### config.mk
export PLATFORM = sky130hd
export DESIGN_NAME = mmio_input_ctrl
export DESIGN_NICKNAME = d
export VERILOG_FILES = /design/src/rtl/mmio_input_ctrl_pkg.sv /design/src/rtl/mmio_input_ctrl_debounce.sv /design/src/rtl/mmio_input_ctrl.sv
export SDC_FILE = /design/constraint.sdc
export NUM_CORES = 1
export LEC_CHECK = 0
export ABC_AREA = 0
export CORE_AREA = 3 3 94 96
export CTS_BUF_LIST = sky130_fd_sc_hd__clkbuf_8
export DETAILED_ROUTE_END_ITERATION = 8
export DIE_AREA = 0 0 97 99
export PLACE_DENSITY = 0.81
export RECOVER_POWER = 50
export SYNTH_ARGS = -nofsm -noshare
export SYNTH_HDL_FRONTEND = slang
export SYNTH_SLANG_ARGS = --single-unit
### constraint.sdc
create_clock -name clk -period 2.4 [get_ports clk]
set_input_delay 0.48 -clock clk [delete_from_list [all_inputs] [get_ports clk]]
set_output_delay 0.48 -clock clk [all_outputs]
set_load 0.03 [all_outputs]
### src/rtl/mmio_input_ctrl_pkg.sv
// CpuPkg: shared CPU-side types plus the register map and button FSM state type of the
// memory-mapped input controller.
//   type_CpuData   32-bit CPU data word (wdata/rdata)
//   type_BtnState  debounce FSM states
//   IO_OFS_*       byte offsets of the input-controller registers from P_BASE_ADDR
package CpuPkg;

  typedef logic [31:0] type_CpuData;

  typedef enum logic [1:0] {
    RELEASED,
    PRESS_WAIT,
    PRESSED,
    RELEASE_WAIT
  } type_BtnState;

  localparam logic [7:0] IO_OFS_SW    = 8'h00;
  localparam logic [7:0] IO_OFS_LEVEL = 8'h04;
  localparam logic [7:0] IO_OFS_EVENT = 8'h08;
  localparam logic [7:0] IO_OFS_PCNT  = 8'h0c;
  localparam logic [7:0] IO_OFS_IMASK = 8'h10;

endpackage

### src/rtl/mmio_input_ctrl_debounce.sv
// btn_debounce: 2-flop synchroniser, four-state debounce FSM and 16-bit hold counter.
//   clk, rst  clock, asynchronous active-high reset
//   btn       raw button level (1 = pressed)
//   level     debounced level: 1 in PRESSED or RELEASE_WAIT
//   press     one-cycle pulse when a press is accepted
//   rel       one-cycle pulse when a release is accepted ('release' is a keyword)
module btn_debounce
  import CpuPkg::*;
#(
  parameter int unsigned P_DEBOUNCE_CYCLES = 1000
) (
  input  logic clk,
  input  logic rst,
  input  logic btn,
  output logic level,
  output logic press,
  output logic rel
);

  // Accept when the incremented count reaches P-1: together with the cycle that
  // launched the WAIT state, the synchronised level has then held P cycles.
  localparam logic [15:0] CntLast = 16'(P_DEBOUNCE_CYCLES - 1);

  logic [1:0]   sync_q;
  logic         btn_sync;
  type_BtnState state_q, state_d;
  logic [15:0]  cnt_q, cnt_d, cnt_inc;

  assign btn_sync = sync_q[1];
  assign cnt_inc  = cnt_q + 16'd1;
  assign level    = (state_q == PRESSED) || (state_q == RELEASE_WAIT);

  always_ff @(posedge clk or posedge rst) begin
    if (rst) begin
      sync_q  <= '0;
      state_q <= RELEASED;
      cnt_q   <= '0;
    end else begin
      sync_q  <= {sync_q[0], btn};
      state_q <= state_d;
      cnt_q   <= cnt_d;
    end
  end

  always_comb begin
    state_d = state_q;
    cnt_d   = cnt_q;
    press   = 1'b0;
    rel     = 1'b0;
    case (state_q)
      RELEASED: begin
        if (btn_sync) begin
          state_d = PRESS_WAIT;
          cnt_d   = '0;
        end
      end
      PRESS_WAIT: begin
        if (!btn_sync) begin
          state_d = RELEASED;
          cnt_d   = '0;
        end else if (cnt_inc == CntLast) begin
          state_d = PRESSED;
          cnt_d   = '0;
          press   = 1'b1;
        end else begin
          cnt_d = cnt_inc;
        end
      end
      PRESSED: begin
        if (!btn_sync) begin
          state_d = RELEASE_WAIT;
          cnt_d   = '0;
        end
      end
      RELEASE_WAIT: begin
        if (btn_sync) begin
          state_d = PRESSED;
          cnt_d   = '0;
        end else if (cnt_inc == CntLast) begin
          state_d = RELEASED;
          cnt_d   = '0;
          rel     = 1'b1;
        end else begin
          cnt_d = cnt_inc;
        end
      end
      default: begin
        state_d = RELEASED;
        cnt_d   = '0;
      end
    endcase
  end

endmodule

### src/rtl/mmio_input_ctrl.sv
// mmio_input_ctrl: memory-mapped switch/button input controller on the CPU data port.
// Optional feature macro: IO_IRQ_EN (adds IMASK at +0x10 and the registered irq output).
//   clk, rst   clock, asynchronous active-high reset
//   sw         raw switch levels (synchronised into SW)
//   btnc       raw centre button (debounced)
//   addr       CPU byte address; we/wdata write strobe and data
//   hit        address falls in this block's register window
//   rdata      combinational read data (0 when not hit or unmapped offset)
//   irq        level interrupt (IO_IRQ_EN only)
module mmio_input_ctrl
  import CpuPkg::*;
#(
  parameter logic [31:0] P_BASE_ADDR       = 32'h0000_7f00,
  parameter int unsigned P_DEBOUNCE_CYCLES = 1000
) (
  input  logic        clk,
  input  logic        rst,
  input  logic [15:0] sw,
  input  logic        btnc,
  input  logic [31:0] addr,
  input  logic        we,
  input  type_CpuData wdata,
  output logic        hit,
  output type_CpuData rdata
`ifdef IO_IRQ_EN
  ,
  output logic        irq
`endif
);

  logic [15:0] sw_meta_q, sw_q;
  logic [1:0]  event_q, event_d;
  logic [15:0] pcnt_q, pcnt_d;
  logic        level, press, rel;
  logic        win_hit;
  logic [7:0]  ofs;
  logic        wr_event, wr_pcnt;
  logic        unused_wdata;

  assign unused_wdata = ^wdata[31:2];

  btn_debounce #(
    .P_DEBOUNCE_CYCLES(P_DEBOUNCE_CYCLES)
  ) u_deb (
    .clk  (clk),
    .rst  (rst),
    .btn  (btnc),
    .level(level),
    .press(press),
    .rel  (rel)
  );

  assign win_hit  = (addr[31:4] == P_BASE_ADDR[31:4]);
  assign ofs      = {4'h0, addr[3:0]};
  assign wr_event = we & win_hit & (ofs == IO_OFS_EVENT);
  assign wr_pcnt  = we & win_hit & (ofs == IO_OFS_PCNT);

  // Set wins over W1C; a press coincident with a PCNT write counts from zero.
  always_comb begin
    event_d = (event_q & ~(wr_event ? wdata[1:0] : 2'b00)) | {rel, press};
    pcnt_d  = wr_pcnt ? 16'd0 : pcnt_q;
    if (press) begin
      pcnt_d = pcnt_d + 16'd1;
    end
  end

  always_ff @(posedge clk or posedge rst) begin
    if (rst) begin
      sw_meta_q <= '0;
      sw_q      <= '0;
      event_q   <= '0;
      pcnt_q    <= '0;
    end else begin
      sw_meta_q <= sw;
      sw_q      <= sw_meta_q;
      event_q   <= event_d;
      pcnt_q    <= pcnt_d;
    end
  end

`ifdef IO_IRQ_EN
  logic       imask_hit;
  logic [1:0] imask_q;
  logic       irq_q;

  // IMASK sits just past the 16-byte window, so it gets its own exact-address match.
  assign imask_hit = (addr == (P_BASE_ADDR + {24'h0, IO_OFS_IMASK}));
  assign hit       = win_hit | imask_hit;
  assign irq       = irq_q;

  always_ff @(posedge clk or posedge rst) begin
    if (rst) begin
      imask_q <= '0;
      irq_q   <= 1'b0;
    end else begin
      if (we && imask_hit) begin
        imask_q <= wdata[1:0];
      end
      irq_q <= |(event_q & imask_q);
    end
  end
`else
  assign hit = win_hit;
`endif

  always_comb begin
    rdata = '0;
    if (win_hit) begin
      case (ofs)
        IO_OFS_SW:    rdata = {16'h0, sw_q};
        IO_OFS_LEVEL: rdata = {31'h0, level};
        IO_OFS_EVENT: rdata = {30'h0, event_q};
        IO_OFS_PCNT:  rdata = {16'h0, pcnt_q};
        default:      rdata = '0;
      endcase
    end
`ifdef IO_IRQ_EN
    if (imask_hit) begin
      rdata = {30'h0, imask_q};
    end
`endif
  end

endmodule

==> run summary, run 1 <==
Cells with a size suffix above 1 make up 37.07% of the layout. After routing the design area is 5115 µm². The worst setup path is of the in2out kind. Clock-pin slew was measured on the worst setup and hold paths at 80 ps. The cell area after synthesis is 3363 µm², and the count of clock tree sinks is 70.

The tools report the type of element launching the critical path as an input port. The worst hold path terminates at sw_q[9]. In this run the clock root is driven by a sky130_fd_sc_hd__clkbuf_8.

Counting stages on the worst path, the most repeated cell is sky130_fd_sc_hd__buf_6. Largest buffer count on any clock path: 2. The signal on the critical path passes through buf_6, or4b_4, nor4_4, nand2_4, buf_12, nor2_4, buf_6.

The post-synthesis sequential element count works out to 70. Setup violations remaining at the end of the flow were counted as 27. The final wirelength was 10.24 mm; the clock latency at the later pin of the worst-skew pair was 350 ps.

The worst hold path begins at sw_meta_q[9]. Entering global routing, the biggest net connects 71 pins. The number of buffer cells added on primary ports was 70.

The cell count after synthesis came out at 343. For the level count of the clock H-tree, the log shows 3. Cell with the largest stage delay on the worst path: sky130_fd_sc_hd__or4b_4. The logs give 0.8894 for the final weighted congestion of routability-driven global placement and 8134 µm² for the area inside the core boundary.

The count of final hold-check violations was 0. Detailed placement finished with a half-perimeter wire length of 6.255 mm. TritonCTS built the clock tree. Measured against its own limit, the worst slew margin works out to -12.01%. The share of the Yosys chip area taken by registers is 52.08%.

Via count of the first global-routing pass: 3275. Along the worst path, the maximum fanout reaches 8. For the final database, setup skew stands at 11.93 ps. Setup slack on the worst reg-to-reg path comes out at -120 ps. Counting flops with an async set or reset pin after synthesis yields a share of 100.0%. Dividing the detail-routed wire length by the instance count gives 18.00 µm. The delay of the slowest cell on the worst path is 540 ps. Buffers plus inverters on the worst setup path: 3. The flip-flop cell with the highest count after synthesis was sky130_fd_sc_hd__dfrtp_1.

Number of nets in the layout: 546. The area growth from synthesis to layout is 52.08%. Classification of the worst-slack hold path: reg2reg.

The logs give 1 for the max-capacitance violation count and 0.2507 mV for the largest voltage drop on the vdd net. The biggest area contributor in the post-synthesis netlist is sky130_fd_sc_hd__dfrtp_1. The sequential cell area was 1753 µm²; the iteration count of the initial detailed-routing pass was 4. STA puts the critical path data required time at 1920 ps. For this run, the number of Yosys warnings is 0.

Floorplan die area: 9603 µm². The flow ran to the end, but the final reports show violations. The placed cell area was 4492 µm²; the post-synthesis average cell area was 9.805 µm². Across every metal layer, demand over resource in global routing totals 20.61%. Sorting the synthesized cells by area gives the leading types as sky130_fd_sc_hd__dfrtp_1 (52%), sky130_fd_sc_hd__nand3_1 (4.3%), sky130_fd_sc_hd__buf_4 (3.6%). The arrival time at the worst endpoint came out at 2060 ps. The worst register-to-register path begins at u_deb.cnt_q[1]. The remaining antenna violation count came out at 0. For this block, the via count after detailed routing is 3178.

Derived from the worst setup path, the maximum achievable clock frequency is 393.9 MHz. In the routed layout, each cell is associated on average with a via count of 5.585. For this configuration, the core starts out at a cell density of 41.35%. The count of fill cells added during filler insertion is 607, and the fraction of post-synthesis cell area in the top cell type by area is 52.08%. The hold-critical path depth was 0; the initial detailed-routing violation count was 230. The design draws 2.492 mW. The worst-margin pin slew is 1680 ps.

Setup repair after global routing could not meet its margin everywhere. In this run the core area contains 33 standard-cell rows. From bottom edge to top edge, the die measures 99 µm. The overflow left after global routing came out at 0. For the number of max-slew violations in the final report, the log shows 71. Measured in cells, the most critical reg-to-reg path has a length of 7.

Kind of cell adding the most delay to the critical path: simple AND/OR/NAND/NOR gates. Prior to clock tree synthesis, the placed netlist has a worst setup slack of -702.9 ps. The shortest clock period the worst path allows after layout is 2539 ps, and the leakage dissipation is 2.122 nW.

After layout, the worst path uses 105.8% of the clock period. STA classifies the critical path endpoint as a primary output. In this run, synthesis inferred 0 flip-flops with an integrated enable. The overall die width was 97 µm. Summing all multi-input logic gate instances after layout gives 1849 µm². In this run the critical register-to-register path is captured at pcnt_q[13].

The count of cell types in the netlist is 50, and the worst path setup slack after routing is -139.0 ps. The run gives 0 as the antenna diode count. For the number of buffers created by CTS, the log shows 9. For the first-pass GRT wire length, the log shows 15.90 mm. The final reports fail on capacitance limit, slew limit, setup timing. In this run the power density over the cells is 487.2 nW/µm².

In the routed design, unresolved DRC markers number 0. During I/O placement, the number of pins put on the boundary was 117. The tools report the number of antenna violations at the first check in global routing as 0.
## flip-flops by register name, summed over array words and instances (netlist names), named ones only
name,cells
pcnt_q,16
sw_meta_q,16
sw_q,16
u_deb.cnt_q,16
event_q,2
u_deb.sync_q,2
u_deb.state_q,1
## layer usage
layer	wire, µm	vias to the layer above	GRT usage, %
met5	0	-	0
met2	5434	164	36.57
met3	807	27	5.308
met4	289	0	7.019
li1	-	1459	-
met1	3710	1528	24.31
## what timing repair did
item                                    CTS  global route
buffers inserted                         11             2
cloned                                    2             0
pin swaps                                41            19
resized for setup                       104            56
endpoints found under the setup margin   30            33
hold buffers                              0             0
## report_power, final
part | internal [mW] | leakage, nW | switching (mW) | total (mW)
logic | 0.0894 | 1.17 | 0.124 | 0.214
clock network | 0.588 | 0.111 | 0.463 | 1.05
registers | 1.21 | 0.842 | 0.0153 | 1.23
total | 1.89 | 2.12 | 0.603 | 2.49
## how the worst max path moves through the flow
stage	slack, ps	from	to	cells past startpoint
6_report	-140	addr[5]	rdata[13]	7
5_1_grt	-170	addr[5]	rdata[0]	7
4_1_cts	-180	addr[4]	rdata[13]	7
3_5_place_dp	-700	addr[17]	pcnt_q[10]	13
3_3_place_gp	-550	addr[27]	pcnt_q[10]	13
2_1_floorplan	-230	addr[17]	pcnt_q[14]	12
## through the flow
step / hold WS, ps / TNS (ps) / utilization (%) / instances
floorplan: 331.2 / -4198 / - / 358
global placement: 334.9 / -12260 / 55.22 / 539
detailed placement: 334.7 / -14810 / 55.22 / 539
CTS: 353.7 / -2375 / 61.28 / 567
global route: 360.3 / -3728 / 62.88 / 569
finish: 350.9 / -2349 / 62.88 / 569
## logic make-up after synthesis
group                    synth area share (%)
AND/OR/NAND/NOR                         24.37
flip-flops                              52.08
AO/OA/AOI/OAI                           12.35
buffers and inverters                   6.808
XOR/XNOR                                1.562
multiplexers                            1.600
adder cells (fa/ha/maj)                 1.116
other                                  0.1115
## final cells by class
cell class                      instances  share of cell area [%]
Timing Repair Buffer                  122                   21.94
Sequential cell                        70                   34.27
Multi-Input combinational cell        246                   36.15
Tap cell                              105                   2.568
Clock buffer                            9                   2.422
Inverter                               10                  0.7339
Clock inverter                          7                   1.908
## synthesized netlist by cell type, types with 3 or more instances
cell type / count
sky130_fd_sc_hd__dfrtp_1: 70
sky130_fd_sc_hd__nand3_1: 29
sky130_fd_sc_hd__nor2_1: 28
sky130_fd_sc_hd__nand2_1: 24
sky130_fd_sc_hd__a21oi_1: 19
sky130_fd_sc_hd__buf_4: 16
sky130_fd_sc_hd__o21ai_0: 16
sky130_fd_sc_hd__or3_1: 15
sky130_fd_sc_hd__a22oi_1: 14
sky130_fd_sc_hd__clkbuf_1: 12
sky130_fd_sc_hd__inv_1: 10
sky130_fd_sc_hd__and3_1: 7
sky130_fd_sc_hd__o31ai_1: 7
sky130_fd_sc_hd__nand4_1: 6
sky130_fd_sc_hd__nor4_1: 6
sky130_fd_sc_hd__or4_1: 5
sky130_fd_sc_hd__nor3_1: 4
sky130_fd_sc_hd__xor2_1: 4
sky130_fd_sc_hd__and2_1: 3
sky130_fd_sc_hd__buf_2: 3
sky130_fd_sc_hd__ha_1: 3
sky130_fd_sc_hd__mux2_2: 3
sky130_fd_sc_hd__o22ai_1: 3
## placed cells by master (no fill, tap or decap), types with 4 or more instances in the layout
cell type,instances
sky130_fd_sc_hd__a21oi_1,9
sky130_fd_sc_hd__a21oi_2,9
sky130_fd_sc_hd__a22oi_1,14
sky130_fd_sc_hd__and3_1,5
sky130_fd_sc_hd__buf_2,4
sky130_fd_sc_hd__buf_4,40
sky130_fd_sc_hd__buf_6,26
sky130_fd_sc_hd__clkbuf_2,10
sky130_fd_sc_hd__clkbuf_8,9
sky130_fd_sc_hd__clkdlybuf4s15_1,5
sky130_fd_sc_hd__clkdlybuf4s50_1,4
sky130_fd_sc_hd__conb_1,16
sky130_fd_sc_hd__dfrtp_1,69
sky130_fd_sc_hd__dlygate4sd2_1,11
sky130_fd_sc_hd__dlygate4sd3_1,17
sky130_fd_sc_hd__inv_1,10
sky130_fd_sc_hd__nand2_1,22
sky130_fd_sc_hd__nand3_1,24
sky130_fd_sc_hd__nand4_1,6
sky130_fd_sc_hd__nor2_1,12
sky130_fd_sc_hd__nor2_4,16
sky130_fd_sc_hd__nor3_1,4
sky130_fd_sc_hd__o21ai_0,10
sky130_fd_sc_hd__o31ai_1,6
sky130_fd_sc_hd__or3_1,8
sky130_fd_sc_hd__or3_4,8
sky130_fd_sc_hd__or4_4,5
sky130_fd_sc_hd__xor2_1,4
Note: power is estimated with default switching activity, not from simulation.
==> run 2, diff against run 1 <==
--- a/config.mk
+++ b/config.mk
@@ -12,6 +12,7 @@
 export DIE_AREA = 0 0 97 99
 export PLACE_DENSITY = 0.81
 export RECOVER_POWER = 50
+export SETUP_SLACK_MARGIN = 0.15
 export SYNTH_ARGS = -nofsm -noshare
 export SYNTH_HDL_FRONTEND = slang
 export SYNTH_SLANG_ARGS = --single-unit
==> constraint.sdc (replaced) <==
create_clock -name clk -period 2.2 [get_ports clk]
set_input_delay 0.44 -clock clk [delete_from_list [all_inputs] [get_ports clk]]
set_output_delay 0.44 -clock clk [all_outputs]
set_load 0.03 [all_outputs]
==> run 2 against run 1 <==
Compared with the run above:
- clock power is 13% higher
- register-to-register slack worse by 170 ps
- die area stayed put
- flip-flop and latch count stayed put
- wire length is 16% higher
- first-iteration DRC count is 18% higher
- cell count is 4.4% higher
- the flow finishes with violations (setup timing)
- clock skew is 1.2 ps higher
- total power is 12% higher
- sequential power is 9% higher
==> run summary, run 2 (same netlist as run 1, synthesis figures left out) <==
The flow ran to the end, but the final reports show violations. The checks that failed: setup timing. The worst path setup slack after routing came out at -347.9 ps (-208.9 ps). The overflow left after global routing came out at 0 (unchanged). The overall die width was 97 µm (unchanged).

The number of buffers created by CTS is 9 (unchanged), and the first-pass GRT wire length is 17.22 mm (+8.3%). The library cells used most frequently in the layout, excluding fill and tap cells, are sky130_fd_sc_hd__dfrtp_1 (67), sky130_fd_sc_hd__buf_6 (45), sky130_fd_sc_hd__buf_4 (45), sky130_fd_sc_hd__nand3_1 (25), sky130_fd_sc_hd__nand2_1 (21). The area inside the core boundary is 8134 µm² (unchanged). The tools report the initial detailed-routing violation count as 271 (+18%). The antenna diode count was 0 (unchanged); the final cell count without fillers was 594 (+4.4%). The tools report the number of max-slew violations in the final report as 0 (-100%). The iteration count of the initial detailed-routing pass was 5 (+1); the via count of the first global-routing pass was 3449 (+5.3%). Post-route DRC violation count: 0 (unchanged).

Via-per-instance ratio: 5.800 (+3.8%). The level count of the clock H-tree is 3 (unchanged). The worst-margin pin slew is 849.4 ps (-830.7 ps), and the shortest clock period the worst path allows after layout is 2548 ps. The clock latency at the later pin of the worst-skew pair is 360 ps (about the same). The tools report the type of element launching the critical path as an input port. TritonCTS built the clock tree.

The remaining antenna violation count is 0 (unchanged). The fraction of layout cells with a size suffix above 1 works out to 44.17% (+7.1 points). The largest net degree at the start of global routing came out at 36 (-49%).

The height of the die works out to 99 µm (unchanged). The run gives 22.48% (+1.9 points) as the total global-route track usage. The worst setup path startpoint is addr[7]. The worst setup path is captured at a primary output. The remaining max-slew budget at the tightest pin was 43.37% (+55 points). The leakage dissipation is 2.308 nW (+8.8%). Derived from the worst setup path, the maximum achievable clock frequency is 392.5 MHz. CTS clock-pin slew for the worst setup and hold paths: 70 ps (about the same). The largest buffer count on any clock path came out at 2 (unchanged).

For the summed area of non-filler cells in the final layout, the log shows 5550 µm² (+8.5%). For the number of ports placed on the die boundary, the log shows 117 (unchanged). The site row count is 33 (unchanged), and the final routed wire length divided by cell count is 20.07 µm (+12%). The placement-stage worst setup slack came out at -771.7 ps (-68.79 ps).

The logs give 41.35% (unchanged) for the initial core utilization and 4591 µm² (+2.2%) for the placed cell area. After layout, the worst path uses 115.8% of the clock period. In this run the most critical hold path is launched from sw_meta_q[12]. The clock skew came out at 13.10 ps (+1.173 ps). The layout overhead on the synthesized area came out at 65.03%. The worst register-to-register path begins at u_deb.cnt_q[1]. Kind of critical path: in2out. Setup repair after global routing could not meet its margin everywhere.

Final weighted congestion of routability-driven global placement: 0.8507 (-4.4%). For the count of clock tree sinks, the log shows 70 (unchanged). The run gives 32 (+19%) as the number of failing setup endpoints in the final timing report. The run gives 0 (-1) as the max-capacitance violation count.

The overall power was 2.792 mW (+12%); the number of buffer cells added on primary ports was 70 (unchanged). The most common cell after layout, fill and taps aside is sky130_fd_sc_hd__dfrtp_1. Number of antenna violations at the first check in global routing: 0 (unchanged).

The buffer type at the clock tree root was sky130_fd_sc_hd__clkbuf_8. Count of hold-fix buffers inserted at cts: 0 (unchanged). The logs give 6.376 mm (+1.9%) for the total half-perimeter wirelength after legalization and detailed placement and 3445 (+8.4%) for the via count. The floorplan die area came out at 9603 µm² (unchanged). The tools report the aggregate negative setup slack as -8023 ps (-5674 ps). The maximum fanout count along the critical path was 8 (unchanged). The count of final hold-check violations was 0 (unchanged). The areal power density over the cells is 503.1 nW/µm² (+3.3%). The final wirelength was 11.92 mm (+16%); the arrival time at the worst endpoint was 2110 ps (+50 ps). The largest voltage drop on the vdd net is 0.2867 mV (+14%).

For the instance count after placement with tap cells included, the log shows 551 (+2.2%). The tightest min-delay check is of the reg2reg type. The count of fill cells added during filler insertion was 517 (-15%); the number of nets in the layout was 571 (+4.6%).

The required time of the critical path was 1760 ps (-160 ps).
==> run 2: final cells by class <==
cell class	instances	area (µm²)	share of cell area [%]
multi-input cells	247	2041	36.77
flip-flops and latches	70	1755	31.63
repair buffers	146	1358	24.46
well taps	105	131.4	2.367
clock buffers	9	123.9	2.232
clock inverters	7	102.6	1.849
inverters	10	38.79	0.6988
==> run 2: critical path, stage by stage <==
cell and delay, ps:
sky130_fd_sc_hd__buf_6 90, sky130_fd_sc_hd__or4b_4 560, sky130_fd_sc_hd__nor4_4 400, sky130_fd_sc_hd__nand2_4 160
sky130_fd_sc_hd__buf_12 200, sky130_fd_sc_hd__nor2_4 120, sky130_fd_sc_hd__buf_6 130
==> run 2: final timing paths <==
kind | cells past startpoint | to | slack, ps
worst max-delay path | 7 | rdata[10] | -350
worst min register to register | 0 | sw_q[12] | 350
worst max register to register | 8 | pcnt_q[6] | -290
worst min-delay path | 0 | sw_q[12] | 350
max in group asynchronous | 3 | sw_q[9] | 300
min in group asynchronous | 2 | sw_q[1] | 650
==> run 2: report_power, final <==
part	internal, mW	switching, mW	total (mW)
registers	1.32	0.0174	1.34
clock network	0.652	0.541	1.19
logic	0.113	0.147	0.260
total	2.09	0.706	2.79
==> run 2: timing repair <==
action                                  in CTS  in global routing
resized for setup                          138                 71
cloned                                       2                  0
pin swaps                                   51                 34
endpoints found under the setup margin      45                 47
buffers inserted                            17                  8
==> run 2: stage by stage <==
stage / utilization (%) / hold slack, ps
after floorplan: - / 331.2
after global placement: 56.44 / 333.9
after detailed placement: 56.44 / 334.7
after CTS: 65.34 / 352.5
after global routing: 68.24 / 357.3
final: 68.24 / 350.6
==> run 2: per-layer routing <==
metal	global-route usage [%]	vias to the layer above	share of wire, %
met3	6.369	63	8.2
li1	-	1497	-
met5	0	-	0
met2	38.43	219	51
met1	25.41	1666	34
met4	12.42	0	6.2
